## src/rtl/wb_pkg.sv

```systemverilog
// Shared types and constants for the writeback arbiter.
//   wb_req_t   : one lane write request {en, addr, data}
//   lq_entry_t : one long-latency queue slot {valid, addr, data}
//   REG_ZERO   : architectural zero register; writes to it are dropped
//   addr_hit() : true when an enabled writer targets the given address
// The struct field widths are XLEN_W / AW_W; the modules default their
// XLEN / AW parameters to these so the types and ports line up.
package wb_pkg;

  localparam int unsigned XLEN_W = 32;
  localparam int unsigned AW_W   = 5;

  localparam logic [AW_W-1:0] REG_ZERO = 5'd0;

  typedef struct packed {
    logic              en;
    logic [AW_W-1:0]   addr;
    logic [XLEN_W-1:0] data;
  } wb_req_t;

  typedef struct packed {
    logic              valid;
    logic [AW_W-1:0]   addr;
    logic [XLEN_W-1:0] data;
  } lq_entry_t;

  function automatic logic addr_hit(input logic            en,
                                    input logic [AW_W-1:0] kill_addr,
                                    input logic [AW_W-1:0] addr);
    return en && (kill_addr == addr);
  endfunction

endpackage

```

## src/rtl/wb_arbiter_lq_fifo.sv

```systemverilog
// Long-latency result queue for the writeback arbiter.
// FIFO of lq_entry_t with per-entry kill-by-address, up to two pops per
// cycle and an occupancy count.
// Ports:
//   clk_i, rst_ni          clock, asynchronous active-low reset
//   push_i, push_entry_i   enqueue strobe and entry (valid=0 for x0 targets)
//   kill{0,1}_en_i/addr_i  lane writes this cycle; matching entries are
//                          invalidated, including the one being pushed
//   pop_cnt_i              number of entries retired this cycle (0..2)
//   head0_o, head1_o       head and head+1, valid already masked by
//                          occupancy and by this cycle's kills
//   count_o                occupied slots
//   ready_o                space available (state only)
module lq_fifo
  import wb_pkg::*;
#(
  parameter int QDEPTH = 2,
  localparam int PW = $clog2(QDEPTH),
  localparam int CW = $clog2(QDEPTH) + 1
) (
  input  logic             clk_i,
  input  logic             rst_ni,
  input  logic             push_i,
  input  lq_entry_t        push_entry_i,
  input  logic             kill0_en_i,
  input  logic [AW_W-1:0]  kill0_addr_i,
  input  logic             kill1_en_i,
  input  logic [AW_W-1:0]  kill1_addr_i,
  input  logic [1:0]       pop_cnt_i,
  output lq_entry_t        head0_o,
  output lq_entry_t        head1_o,
  output logic [CW-1:0]    count_o,
  output logic             ready_o
);

  lq_entry_t       mem_q [QDEPTH];
  lq_entry_t       mem_d [QDEPTH];
  logic [PW-1:0]   rd_ptr_q, rd_ptr_d, wr_ptr_q, wr_ptr_d, rd_ptr_nx;
  logic [CW-1:0]   count_q, count_d;

  // Head views: a lane writing the same register this cycle is younger, so
  // the queued value is stale and must not reach a port.
  always_comb begin
    rd_ptr_nx     = rd_ptr_q + PW'(1);
    head0_o       = mem_q[rd_ptr_q];
    head0_o.valid = mem_q[rd_ptr_q].valid && (count_q >= CW'(1))
                    && !addr_hit(kill0_en_i, kill0_addr_i, mem_q[rd_ptr_q].addr)
                    && !addr_hit(kill1_en_i, kill1_addr_i, mem_q[rd_ptr_q].addr);
    head1_o       = mem_q[rd_ptr_nx];
    head1_o.valid = mem_q[rd_ptr_nx].valid && (count_q >= CW'(2))
                    && !addr_hit(kill0_en_i, kill0_addr_i, mem_q[rd_ptr_nx].addr)
                    && !addr_hit(kill1_en_i, kill1_addr_i, mem_q[rd_ptr_nx].addr);
  end

  always_comb begin
    for (int i = 0; i < QDEPTH; i++) begin
      mem_d[i] = mem_q[i];
      if (push_i && (wr_ptr_q == PW'(i))) begin
        mem_d[i] = push_entry_i;
      end
      mem_d[i].valid = mem_d[i].valid
                       && !addr_hit(kill0_en_i, kill0_addr_i, mem_d[i].addr)
                       && !addr_hit(kill1_en_i, kill1_addr_i, mem_d[i].addr);
    end
  end

  // Pointers wrap naturally because QDEPTH is a power of two.
  always_comb begin
    wr_ptr_d = wr_ptr_q + PW'(push_i);
    rd_ptr_d = rd_ptr_q + PW'(pop_cnt_i);
    count_d  = count_q + CW'(push_i) - CW'(pop_cnt_i);
  end

  // Storage is not reset: count and pointers alone decide what is live.
  always_ff @(posedge clk_i) begin
    mem_q <= mem_d;
  end

  always_ff @(posedge clk_i or negedge rst_ni) begin
    if (!rst_ni) begin
      rd_ptr_q <= '0;
      wr_ptr_q <= '0;
      count_q  <= '0;
    end else begin
      rd_ptr_q <= rd_ptr_d;
      wr_ptr_q <= wr_ptr_d;
      count_q  <= count_d;
    end
  end

  assign count_o = count_q;
  assign ready_o = (count_q < CW'(QDEPTH));

endmodule

```

## src/rtl/wb_arbiter.sv

```systemverilog
// Writeback arbiter in front of a dual-write-port register file.
// Merges two in-order lanes and one long-latency unit into at most two
// register writes per cycle, buffering long-latency results until a port
// is free and never issuing two writes to one address in a cycle.
// Ports:
//   clk, reset_n                  clock, asynchronous active-low reset
//   wb0_en/addr/data              lane 0 (older) write request
//   wb1_en/addr/data              lane 1 (younger) write request
//   lu_valid/lu_addr/lu_data      long-latency result, lu_ready accepts
//   we3/wa3/wd3, we4/wa4/wd4      registered register file write ports
//   q_count                       occupied long-latency queue slots
module wb_arbiter
  import wb_pkg::*;
#(
  parameter int XLEN   = XLEN_W,
  parameter int AW     = AW_W,
  parameter int QDEPTH = 2
) (
  input  logic                     clk,
  input  logic                     reset_n,
  input  logic                     wb0_en,
  input  logic [AW-1:0]            wb0_addr,
  input  logic [XLEN-1:0]          wb0_data,
  input  logic                     wb1_en,
  input  logic [AW-1:0]            wb1_addr,
  input  logic [XLEN-1:0]          wb1_data,
  input  logic                     lu_valid,
  output logic                     lu_ready,
  input  logic [AW-1:0]            lu_addr,
  input  logic [XLEN-1:0]          lu_data,
  output logic                     we3,
  output logic                     we4,
  output logic [AW-1:0]            wa3,
  output logic [AW-1:0]            wa4,
  output logic [XLEN-1:0]          wd3,
  output logic [XLEN-1:0]          wd4,
  output logic [$clog2(QDEPTH):0]  q_count
);

  localparam int CW = $clog2(QDEPTH) + 1;

  wb_req_t          lane0, lane1;
  logic             sup0, use3, use4;
  logic             free3, free4, placed0;
  lq_entry_t        push_entry, head0, head1;
  logic             push;
  logic [1:0]       pop_cnt;
  logic [CW-1:0]    count;

  logic             we3_d, we4_d, we3_q, we4_q;
  logic [AW-1:0]    wa3_d, wa4_d, wa3_q, wa4_q;
  logic [XLEN-1:0]  wd3_d, wd4_d, wd3_q, wd4_q;

  // Lane qualification: x0 targets are not effective; on a same-address
  // pair the younger lane 1 wins.
  always_comb begin
    lane0.en   = wb0_en && (wb0_addr != REG_ZERO);
    lane0.addr = wb0_addr;
    lane0.data = wb0_data;
    lane1.en   = wb1_en && (wb1_addr != REG_ZERO);
    lane1.addr = wb1_addr;
    lane1.data = wb1_data;
    sup0       = lane0.en && lane1.en && (lane0.addr == lane1.addr);
    use3       = lane0.en && !sup0;
    use4       = lane1.en;
  end

  always_comb begin
    push_entry.valid = (lu_addr != REG_ZERO);
    push_entry.addr  = lu_addr;
    push_entry.data  = lu_data;
    push             = lu_valid && lu_ready;
  end

  lq_fifo #(
    .QDEPTH(QDEPTH)
  ) u_lq_fifo (
    .clk_i        (clk),
    .rst_ni       (reset_n),
    .push_i       (push),
    .push_entry_i (push_entry),
    .kill0_en_i   (lane0.en),
    .kill0_addr_i (lane0.addr),
    .kill1_en_i   (lane1.en),
    .kill1_addr_i (lane1.addr),
    .pop_cnt_i    (pop_cnt),
    .head0_o      (head0),
    .head1_o      (head1),
    .count_o      (count),
    .ready_o      (lu_ready)
  );

  // Port selection: lanes first, then queue entries in order into the
  // remaining ports (3 before 4). Killed entries retire without a port.
  always_comb begin
    we3_d   = use3;
    wa3_d   = use3 ? lane0.addr : '0;
    wd3_d   = use3 ? lane0.data : '0;
    we4_d   = use4;
    wa4_d   = use4 ? lane1.addr : '0;
    wd4_d   = use4 ? lane1.data : '0;
    free3   = !use3;
    free4   = !use4;
    placed0 = 1'b0;
    pop_cnt = 2'd0;

    if (count >= CW'(1)) begin
      if (!head0.valid) begin
        pop_cnt = 2'd1;
      end else if (free3) begin
        we3_d = 1'b1; wa3_d = head0.addr; wd3_d = head0.data;
        free3 = 1'b0; placed0 = 1'b1; pop_cnt = 2'd1;
      end else if (free4) begin
        we4_d = 1'b1; wa4_d = head0.addr; wd4_d = head0.data;
        free4 = 1'b0; placed0 = 1'b1; pop_cnt = 2'd1;
      end
    end

    // The second entry may share the head's address; holding it back one
    // cycle keeps the two ports on distinct registers and preserves order.
    if ((pop_cnt == 2'd1) && (count >= CW'(2))) begin
      if (!head1.valid) begin
        pop_cnt = 2'd2;
      end else if (!(placed0 && (head0.addr == head1.addr))) begin
        if (free3) begin
          we3_d = 1'b1; wa3_d = head1.addr; wd3_d = head1.data;
          pop_cnt = 2'd2;
        end else if (free4) begin
          we4_d = 1'b1; wa4_d = head1.addr; wd4_d = head1.data;
          pop_cnt = 2'd2;
        end
      end
    end
  end

  // Output register stage: one-cycle latency to the register file.
  always_ff @(posedge clk or negedge reset_n) begin
    if (!reset_n) begin
      we3_q <= 1'b0;
      wa3_q <= '0;
      wd3_q <= '0;
      we4_q <= 1'b0;
      wa4_q <= '0;
      wd4_q <= '0;
    end else begin
      we3_q <= we3_d;
      wa3_q <= wa3_d;
      wd3_q <= wd3_d;
      we4_q <= we4_d;
      wa4_q <= wa4_d;
      wd4_q <= wd4_d;
    end
  end

  assign we3     = we3_q;
  assign wa3     = wa3_q;
  assign wd3     = wd3_q;
  assign we4     = we4_q;
  assign wa4     = wa4_q;
  assign wd4     = wd4_q;
  assign q_count = count;

endmodule

```

## config.mk

```make
export PLATFORM = sky130hd
export DESIGN_NAME = wb_arbiter
export DESIGN_NICKNAME = d
export VERILOG_FILES = /design/src/rtl/wb_pkg.sv /design/src/rtl/wb_arbiter_lq_fifo.sv /design/src/rtl/wb_arbiter.sv
export SDC_FILE = /design/constraint.sdc
export NUM_CORES = 1
export LEC_CHECK = 0
export ABC_AREA = 1
export BUFFER_PORTS_ARGS = -buffer_cell sky130_fd_sc_hd__buf_2
export CORE_ASPECT_RATIO = 1.1
export CORE_MARGIN = 2
export CORE_UTILIZATION = 44
export CTS_BUF_LIST = sky130_fd_sc_hd__clkbuf_16
export CTS_CLUSTER_SIZE = 24
export DETAILED_ROUTE_END_ITERATION = 10
export GPL_TIMING_DRIVEN = 0
export PLACE_DENSITY = 0.77
export SLEW_MARGIN = 20
export SYNTH_ARGS = -nofsm -noshare
export SYNTH_HDL_FRONTEND = slang
export SYNTH_HIERARCHICAL = 1
export SYNTH_SLANG_ARGS = --single-unit
```

## constraint.sdc

```tcl
create_clock -name clk -period 3.7 [get_ports clk]
set_input_delay 0.185 -clock clk [delete_from_list [all_inputs] [get_ports clk]]
set_output_delay 0.185 -clock clk [all_outputs]
set_load 0.05 [all_outputs]
```

; Yosys cells after proc, flatten, opt, wreduce, memory -nomap -nowiden
; Cells that the tools add are included.
[classes]
add_sub_neg = 5
n_lt_le_gt_ge = 5
n_eq_ne = 11
mux = 78
bitwise = 3
n_reduce_logical = 42
[ops]
columns = operator, n
row1 = two-way mux 32 bit, 18
row2 = two-way mux 38 bit, 8
row3 = two-way mux 5 bit, 18
row4 = equality test 5 bit, 10
row5 = two-way mux 1 bit, 29
row6 = logical AND 1 bit, 28
row7 = nonzero test 5 bit, 3
row8 = zero test 1 bit, 11
row9 = two-way mux 2 bit, 5
row10 = greater-or-equal comparator 2 bit (second input constant), 3
row11 = NOT 1 -> 2 bit, 2
row12 = adder 1 bit, 2
row13 = adder 2 x 1 -> 2 bit, 1
row14 = equality test 2 x 1 -> 1 bit (second input constant), 1
row15 = greater-or-equal comparator 2 x 1 -> 1 bit (second input constant), 1
row16 = < comparator 2 bit (second input constant), 1
row17 = subtractor 2 bit, 1
row18 = adder 1 bit (second input constant), 1
row19 = NOT 1 bit, 1
[totals]
register_bits = 156
input_bits = 116
output_inout_bits = 79

; Depth between registers and ports, before layout
; Gate-level depths: netlist (run 1).
[depth]
word_depth = 17
mapped_depth = 24

; Hierarchy
; Netlist (run 1), hierarchy kept.
[by_module_without_submodules]
columns = mod, instances, cells_per_inst, area_per_inst_um2, seq_area_each_um2
row1 = wb_arbiter, 1, 582, 4486.8, 1901.8
row2 = lq_fifo, 1, 518, 4209.0, 2262.2

; Worst setup path after synthesis (run 1)
; Ideal clock, no wire load.
[synth_path]
kind = reg-to-reg
startpoint = reg u_lq_fifo.count_q[1] (netlist: u_lq_fifo/count_o[1])
endpoint = reg u_lq_fifo/mem_q[75] (netlist bit)
setup_time_ns = 0.113
t_arrival_ns = 2.966
path_slack_ns = 0.621
stages_incl_launch_ff = 12
path_buffers = 1
synth_period_minus_slack_ns = 3.079
path_cell_list = dfrtp_1 inv_1 nand2_1 inv_1 ha_1 buf_2 nand2_1 nand2_1 xor2_1 nand2_1 nor2_1 nor2_1
[synth_rtl]
columns = element, line
row1 = from (decl), wb_arbiter_lq_fifo.sv:39  ; logic [CW-1:0] count_q, count_d;
row2 = from (signal assigned), wb_arbiter_lq_fifo.sv:87  ; count_q <= count_d;
row3 = to (signal assigned), wb_arbiter_lq_fifo.sv:76  ; mem_q <= mem_d;
row4 = to (decl), wb_arbiter_lq_fifo.sv:36  ; lq_entry_t mem_q [QDEPTH];

==> flow_summary_export.csv, run 1 <==
group,metric,value,unit
floorplanning,pin_count,195,
pwr,irDropWorstVdd,0.000443,V
placement,io_buffers,194,
pwr,comb_power_share,52.7,%
floorplanning,die_y,151,um
sta,fin_crit,3.24,ns
floorplanning,dieArea,20900,um^2
sta,finalCritPeriodShare,87.6,%
synthesis,synthCells,1100,
clock_tree,clk_pin_slew_worst_paths,0.07,ns
clock_tree,clockRootBuffer,"clkbuf_16",
synthesis,yosysMostFrequentCell,"nand2_1",
route,firstDrtPassIters,5,
placement,gp_congestion,0.877,
synthesis,ys_async_sr_fraction,51.3,%
pwr,p_switching,0.00432,W
job,max-cap-violations,0,
critical_path,critical_path_class,"flip-flop to flip-flop",
synthesis,synth_area_leaders,"dfrtp_1, edfxtp_1, nand2_1",
critical_path,endpoint_kind,"flip-flop",
critical_path,crit_path_start_kind,"flip-flop",
sta,max_freq,0.309,GHz
synthesis,yosysSeqAreaShare,47.9,%
synthesis,ys_ff_latch,156,
cells_and_area,register_area,4160,um^2
min_path,hold_class,"input pin to flip-flop",
clock_tree,clk_latency,0.43,ns
cells_and_area,drive_gt1_share,24.7,%
route,via_per_inst,5.10,
sta,hold_violations,0,
pwr,p_leak,5.54,nW
pwr,intPower,0.00466,W
route,wl_per_cell,16.0,um
sta,finalMaxSlewViolations,0,
synthesis,synth_nets,1220,
floorplanning,start_util,45.2,%
synthesis,postSynthAreaPerCell,7.91,um^2
critical_path,worstPathRequired,4.04,ns
sta,tightest_slew,0.889,ns
route,drt-initial-drc-count,744,
sta,rsz0062_at_grt,"no",
critical_path,crit_fanout,10,
synthesis,synth_common_cells,"nand2_1, inv_1, o21ai_0",
synthesis,ys_warn_count,6,
route,ant_nets,0,
clock_tree,tritoncts,"done",
cells_and_area,final_nets,1470,
synthesis,synth_top_cell_area_share,23.0,%
synthesis,synth_enable_flop_cells,64,
sta,setup_violations,0,
route,routed_wl,25700,um
placement,dpl.hpwl,19000,um
grt,grt-ovfl-total,0,
status,status,"complete, no violations",
cells_and_area,multi_input_area,3590,um^2
synthesis,ys.flop_type,"dfrtp_1",
floorplanning,rows,53,
floorplanning,core-area,19200,um^2
pwr,power.density,816,nW/um^2
clock_tree,cts_buffer_depth,2,
synthesis,syn_area,8700,um^2
grt,grt_pass1_wl,39800,um
sta,maxSlewHeadroom,40.7,%
synthesis,synthDistinctLibCells,32,
grt,grt_pass1_vias,7927,
pwr,switching_share,48.1,%
grt,track_usage,24.4,%
floorplanning,die_width,138,um
synthesis,post-synth-top-area-cell,"dfrtp_1",
grt,grt_max_degree,45,
clock_tree,htreeDepth,4,
cells_and_area,area_growth,26.5,%
route,drc_errors,0,
clock_tree,cts_buffers,17,
route,vias,8219,
critical_path,crit_arrival,3.58,ns
grt,antenna_found_initial,2,
clock_tree,cts_sinks,156,
cells_and_area,nFillCells,1756,
pwr,clkPwrFrac,19.6,%
sta,skew,0.0102,ns
pwr,p_seq_share,27.7,%
sta,tns,0,ns
sta,holdWs,0.0550,ns
-- cells by family (layout without fill, tap and decap cells) --
kind of cell               after synthesis  after routing  share of synthesized area, %
xor gates and xnor gates                18             18                          1.81
and+or+nand+nor                        569            569                          29.7
adders and majority gates                4              4                         0.576
buffers and inverters                  198            461                          11.0
other                                    0              1                             0
AOI/OAI and AO/OA                      155            155                          9.06
DFF                                    156            156                          47.9
-- power by group through the flow --
stage          clock, W  sequential (W)  combinational [W]
6_report        0.00176         0.00249            0.00473
3_3_place_gp          0         0.00251            0.00452
5_1_grt         0.00185         0.00253            0.00516
4_1_cts         0.00178         0.00248            0.00469
2_1_floorplan         0         0.00340            0.00253
3_5_place_dp          0         0.00251            0.00464
-- routing by layer --
layer  share of wire, %  routed length, um  track usage, %  vias up
li1                   -                  -               -     4000
met1                 40              10200            29.4     3834
met2                 51              13100            42.7      326
met3                6.4               1640            4.96       59
met4                3.1                802            10.9        0
met5                  0                  0               0        -
-- cell type report --
| type | count | share of cell area [%] |
|---|---|---|
| multi-input cells | 746 | 32.7 |
| flip-flops and latches | 156 | 37.9 |
| well taps | 247 | 2.81 |
| diodes | 1 | 0.0228 |
| inverters | 146 | 5.03 |
| clock inverters | 14 | 1.31 |
| clock buffers | 18 | 4.10 |
| plain buffers | 52 | 3.64 |
| repair buffers | 231 | 12.5 |
-- layout by cell type, fill, tap and decap left out, types with 9 or more instances in the layout --
cell / netlist / final
inv_2: 9 / 9
nor2_1: 41 / 41
nand3_1: 77 / 77
clkbuf_16: 0 / 18
dlygate4sd3_1: 0 / 33
xnor2_1: 10 / 10
dfxtp_1: 12 / 12
nand3_2: 40 / 40
nand2_1: 395 / 395
dfrtp_1: 80 / 80
buf_2: 21 / 214
clkbuf_1: 11 / 11
buf_6: 9 / 9
edfxtp_1: 64 / 64
inv_1: 135 / 137
o21ai_0: 131 / 131
o21ai_1: 10 / 10
-- worst paths after layout --
path / start / slack, ns / cells past startpoint / endpoint
min in group asynchronous: reset_n / 0.26 / 2 / wd3[17]$_DFF_PN0_
max in group asynchronous: reset_n / 2.82 / 3 / wa4[3]$_DFF_PN0_
max reg2reg: u_lq_fifo/rd_ptr_q$_DFF_PN0_ / 0.46 / 24 / u_lq_fifo/count_o[1]$_DFF_PN0_
min reg2reg: u_lq_fifo/mem_q[72]$_DFF_P_ / 0.56 / 2 / u_lq_fifo/mem_q[72]$_DFF_P_
min: wb0_data[12] / 0.06 / 5 / wd3[12]$_DFF_PN0_
max: u_lq_fifo/rd_ptr_q$_DFF_PN0_ / 0.46 / 24 / u_lq_fifo/count_o[1]$_DFF_PN0_
-- critical path: stages (launching register included) --
cell and delay (ns):
dfrtp_1 0.37, buf_6 0.14, inv_2 0.06, buf_6 0.15, nand2_1 0.10, nand2_1 0.15
nand2_1 0.07, nand2_1 0.06, nor2_1 0.06, nand3_1 0.10, nand2_1 0.05, nor2_1 0.15
inv_1 0.06, nor2_1 0.17, inv_1 0.13, o21ai_4 0.16, nand2_1 0.07, nand2_1 0.08
nand2_1 0.07, a21oi_2 0.18, ha_1 0.25, inv_1 0.05, ha_1 0.14, xor2_1 0.17
xnor2_1 0.15
-- sequential cells by signal (all words and copies together), names as in the netlist, 2 cells and up --
name               flops
u_lq_fifo/count_o      2
u_lq_fifo/mem_q       76
wa3                    5
wa4                    5
wd3                   32
wd4                   32
-- repair_timing --
| item | 4_1_cts | 5_1_grt |
|---|---|---|
| setup endpoints to repair | 0 | 1 |
| hold buffers | 33 | 0 |
| hold endpoints to repair | 100 | 0 |
| setup buffers | 0 | 1 |
| gates resized for setup | 0 | 2 |
-- metrics by stage --
step / area [um^2] / utilization [%] / setup slack [ns] / instances / power, W
floorplan: 8700 / - / 0.621 / 1100 / 0.00593
global placement: 9980 / 51.9 / 0.0629 / 1541 / 0.00703
detailed placement: 10100 / 52.3 / 0.0220 / 1544 / 0.00716
CTS: 11000 / 57.1 / 0.262 / 1609 / 0.00895
global route: 11000 / 57.2 / 0.0815 / 1611 / 0.00954
finish: 11000 / 57.2 / 0.460 / 1611 / 0.00897
No activity file was read; power rests on OpenSTA's default activity.
==> inputs of run 2 (changes only) <==
ABC_AREA = default   (was 1)
PLACE_DENSITY = 0.78   (was 0.77)
==> flow_summary_export.csv, run 2 <==
group,metric,value,unit
critical_path,crit_arrival,3.82,ns
critical_path,critical_path_class,"flip-flop to flip-flop",
min_path,hold_path_depth,3,
min_path,hp-start,"wb0_data[28]",
critical_path,crit_fanout,10,
min_path,min_to,"wd3[28]$_DFF_PN0_",
floorplanning,pin_count,195,
sta,finalCritPeriodShare,94.0,%
sta,tightest_slew,0.647,ns
sta,fin_crit,3.48,ns
synthesis,synth_top_cell_area_share,26.3,%
placement,gp_congestion,0.883,
clock_tree,cts_sinks,156,
pwr,power.density,848,nW/um^2
min_path,hold_class,"input pin to flip-flop",
grt,grt_pass1_wl,35200,um
cells_and_area,nFillCells,1318,
sta,maxSlewHeadroom,56.7,%
synthesis,yosysSeqAreaShare,54.8,%
floorplanning,rows,50,
cells_and_area,drive_gt1_share,32.8,%
floorplanning,die_y,142,um
route,via_per_inst,5.52,
grt,track_usage,25.5,%
sta,hold_violations,0,
synthesis,ys_warn_count,6,
cells_and_area,regMostFlops,"u_lq_fifo/mem_q",
synthesis,post-synth-top-area-cell,"dfrtp_1",
cells_and_area,area_growth,37.2,%
route,firstDrtPassIters,5,
floorplanning,die_width,129,um
sta,holdWs,0.0122,ns
clock_tree,tritoncts,"done",
critical_path,regToRegEndpoint,"u_lq_fifo/count_o[1]$_DFF_PN0_",
floorplanning,dieArea,18300,um^2
placement,dpl.hpwl,15300,um
critical_path,endpoint_kind,"flip-flop",
synthesis,synthDistinctLibCells,48,
sta,finalMaxSlewViolations,0,
critical_path,reg2reg_setup_slack,0.22,ns
floorplanning,start_util,44.8,%
sta,setup_violations,0,
cells_and_area,final_nets,1034,
pwr,irDropWorstVdd,0.000385,V
critical_path,cp_slowest_cell,"dfrtp_1",
cells_and_area,layout_commonest_cell,"buf_2",
synthesis,syn_area,7600,um^2
placement,io_buffers,194,
route,routed_wl,22900,um
grt,grt-ovfl-total,0,
grt,grt_max_degree,48,
synthesis,synth_nets,731,
synthesis,ys.flop_type,"dfrtp_1",
route,ant_nets,0,
sta,skew,0.0177,ns
grt,grt_pass1_vias,6616,
synthesis,ys_async_sr_fraction,51.3,%
job,max-cap-violations,0,
synthesis,synth_common_cells,"dfrtp_1, edfxtp_1, mux2_1",
critical_path,r2r_cells,17,
sta,max_freq,0.288,GHz
clock_tree,clk_pin_slew_worst_paths,0.06,ns
clock_tree,cts_buffer_depth,2,
floorplanning,core-area,17000,um^2
sta,tns,0,ns
clock_tree,clockRootBuffer,"clkbuf_16",
critical_path,crit_path_cell_trace,"buf_6 > buf_8 > mux2i_2 > xor2_1 > nand2_1 > o221ai_1 > a31oi_2 > o21a_1 > clkbuf_4 > clkbuf_4 > o31ai_1 > a31oi_1 > ha_1 > inv_1 > ha_1 > xor2_1 > xnor2_1",
synthesis,synth_enable_flop_cells,64,
synthesis,yosysMostFrequentCell,"dfrtp_1",
clock_tree,htreeDepth,4,
route,wl_per_cell,19.7,um
route,drc_errors,0,
route,vias,6417,
synthesis,synthCells,611,
status,status,"complete, no violations",
synthesis,postSynthAreaPerCell,12.4,um^2
critical_path,crit_path_start_kind,"flip-flop",
pwr,p_leak,4.65,nW
grt,antenna_found_initial,1,
critical_path,worstPathRequired,4.04,ns
cells_and_area,largest_reg_flops,76,
pwr,p_total,0.00884,W
clock_tree,clk_latency,0.43,ns
synthesis,ys_ff_latch,156,
sta,rsz0062_at_grt,"yes",
clock_tree,cts_buffers,17,
cells_and_area,layout_common_cells,"buf_2, dlygate4sd3_1, dfrtp_1",
critical_path,cpPeakStageDelay,0.34,ns
critical_path,timing.rr.start,"u_lq_fifo/rd_ptr_q$_DFF_PN0_",
synthesis,synth_area_leaders,"dfrtp_1, edfxtp_1, mux2_1",
route,drt-initial-drc-count,382,
-- run 2: timing repair --
item | 4_1_cts | 5_1_grt
buffers inserted | 0 | 1
endpoints found under the setup margin | 33 | 12
pin swaps | 0 | 1
hold buffers | 86 | 0
hold endpoints to repair | 163 | 0
resized for setup | 8 | 10
-- run 2: cells by family (layout without fill, tap and decap cells) --
| kind of cell | count (synthesis) | after routing | synth area share (%) |
|---|---|---|---|
| flops | 156 | 156 | 54.8 |
| compound gates | 139 | 139 | 14.1 |
| simple gates | 100 | 100 | 6.78 |
| mux | 89 | 89 | 13.3 |
| buf+inv | 72 | 388 | 4.49 |
| xor+xnor | 51 | 51 | 5.88 |
| fa+ha+maj | 4 | 4 | 0.658 |
| other cells | 0 | 1 | 0 |
-- run 2: power breakdown --
group	internal, W	total [W]	switching (W)	leakage, nW
Combinational	0.00161	0.00464	0.00303	2.69
Clock	0.000925	0.00164	0.000715	0.275
Sequential	0.00232	0.00256	0.000245	1.69
Total	0.00486	0.00884	0.00399	4.65
-- run 2: critical path, delay by kind of cell (launching register included) --
| kind | cells | cell delay (ns) |
|---|---|---|
| buf+inv | 5 | 0.85 |
| compound gates | 5 | 0.92 |
| flops | 1 | 0.34 |
| mux | 1 | 0.34 |
| fa+ha+maj | 2 | 0.42 |
| simple gates | 1 | 0.09 |
| xor+xnor | 3 | 0.44 |
-- run 2: routing by layer --
metal / track usage, % / vias up / wire length (um)
met4: 13.3 / 0 / 1050
met3: 5.17 / 78 / 1370
met2: 42.7 / 336 / 11500
met1: 31.0 / 3117 / 8990
met5: 0 / - / 0
li1: - / 2886 / -
-- run 2: how the worst max path moves through the flow --
stage                                          end  slack, ns                    startpoint
global route        u_lq_fifo/count_o[1]$_DFF_PN0_      -0.02  u_lq_fifo/rd_ptr_q$_DFF_PN0_
CTS                 u_lq_fifo/count_o[1]$_DFF_PN0_       0.07                   wb1_addr[1]
floorplan           u_lq_fifo/count_o[1]$_DFF_PN0_      0.007                   wb1_addr[0]
global placement    u_lq_fifo/count_o[1]$_DFF_PN0_      -1.08                   wb1_addr[1]
detailed placement  u_lq_fifo/count_o[1]$_DFF_PN0_      -1.09                   wb1_addr[1]
finish              u_lq_fifo/count_o[1]$_DFF_PN0_       0.22  u_lq_fifo/rd_ptr_q$_DFF_PN0_
-- run 2: cell type report --
type | instances | area (um^2) | share of cell area, %
sequential | 156 | 4160 | 39.9
timing repair buffer | 284 | 1920 | 18.4
clock inverter | 15 | 125 | 1.20
inverter | 27 | 101 | 0.972
buffer | 45 | 254 | 2.44
multi-input combinational | 383 | 3140 | 30.2
tap | 234 | 293 | 2.81
antenna | 1 | 2.50 | 0.0240
clock buffer | 17 | 425 | 4.08
-- run 2: metrics by stage --
| step | setup slack [ns] | std cells | instance area [um^2] | utilization [%] |
|---|---|---|---|---|
| final | 0.223 | 1162 | 10400 | 61.5 |
| after global routing | -0.0160 | 1162 | 10400 | 61.5 |
| after CTS | 0.0731 | 1160 | 10400 | 61.2 |
| after detailed placement | -1.09 | 1042 | 8950 | 52.8 |
| after global placement | -1.08 | 1039 | 8860 | 52.3 |
| after floorplan | 0.00725 | 611 | 7600 | - |
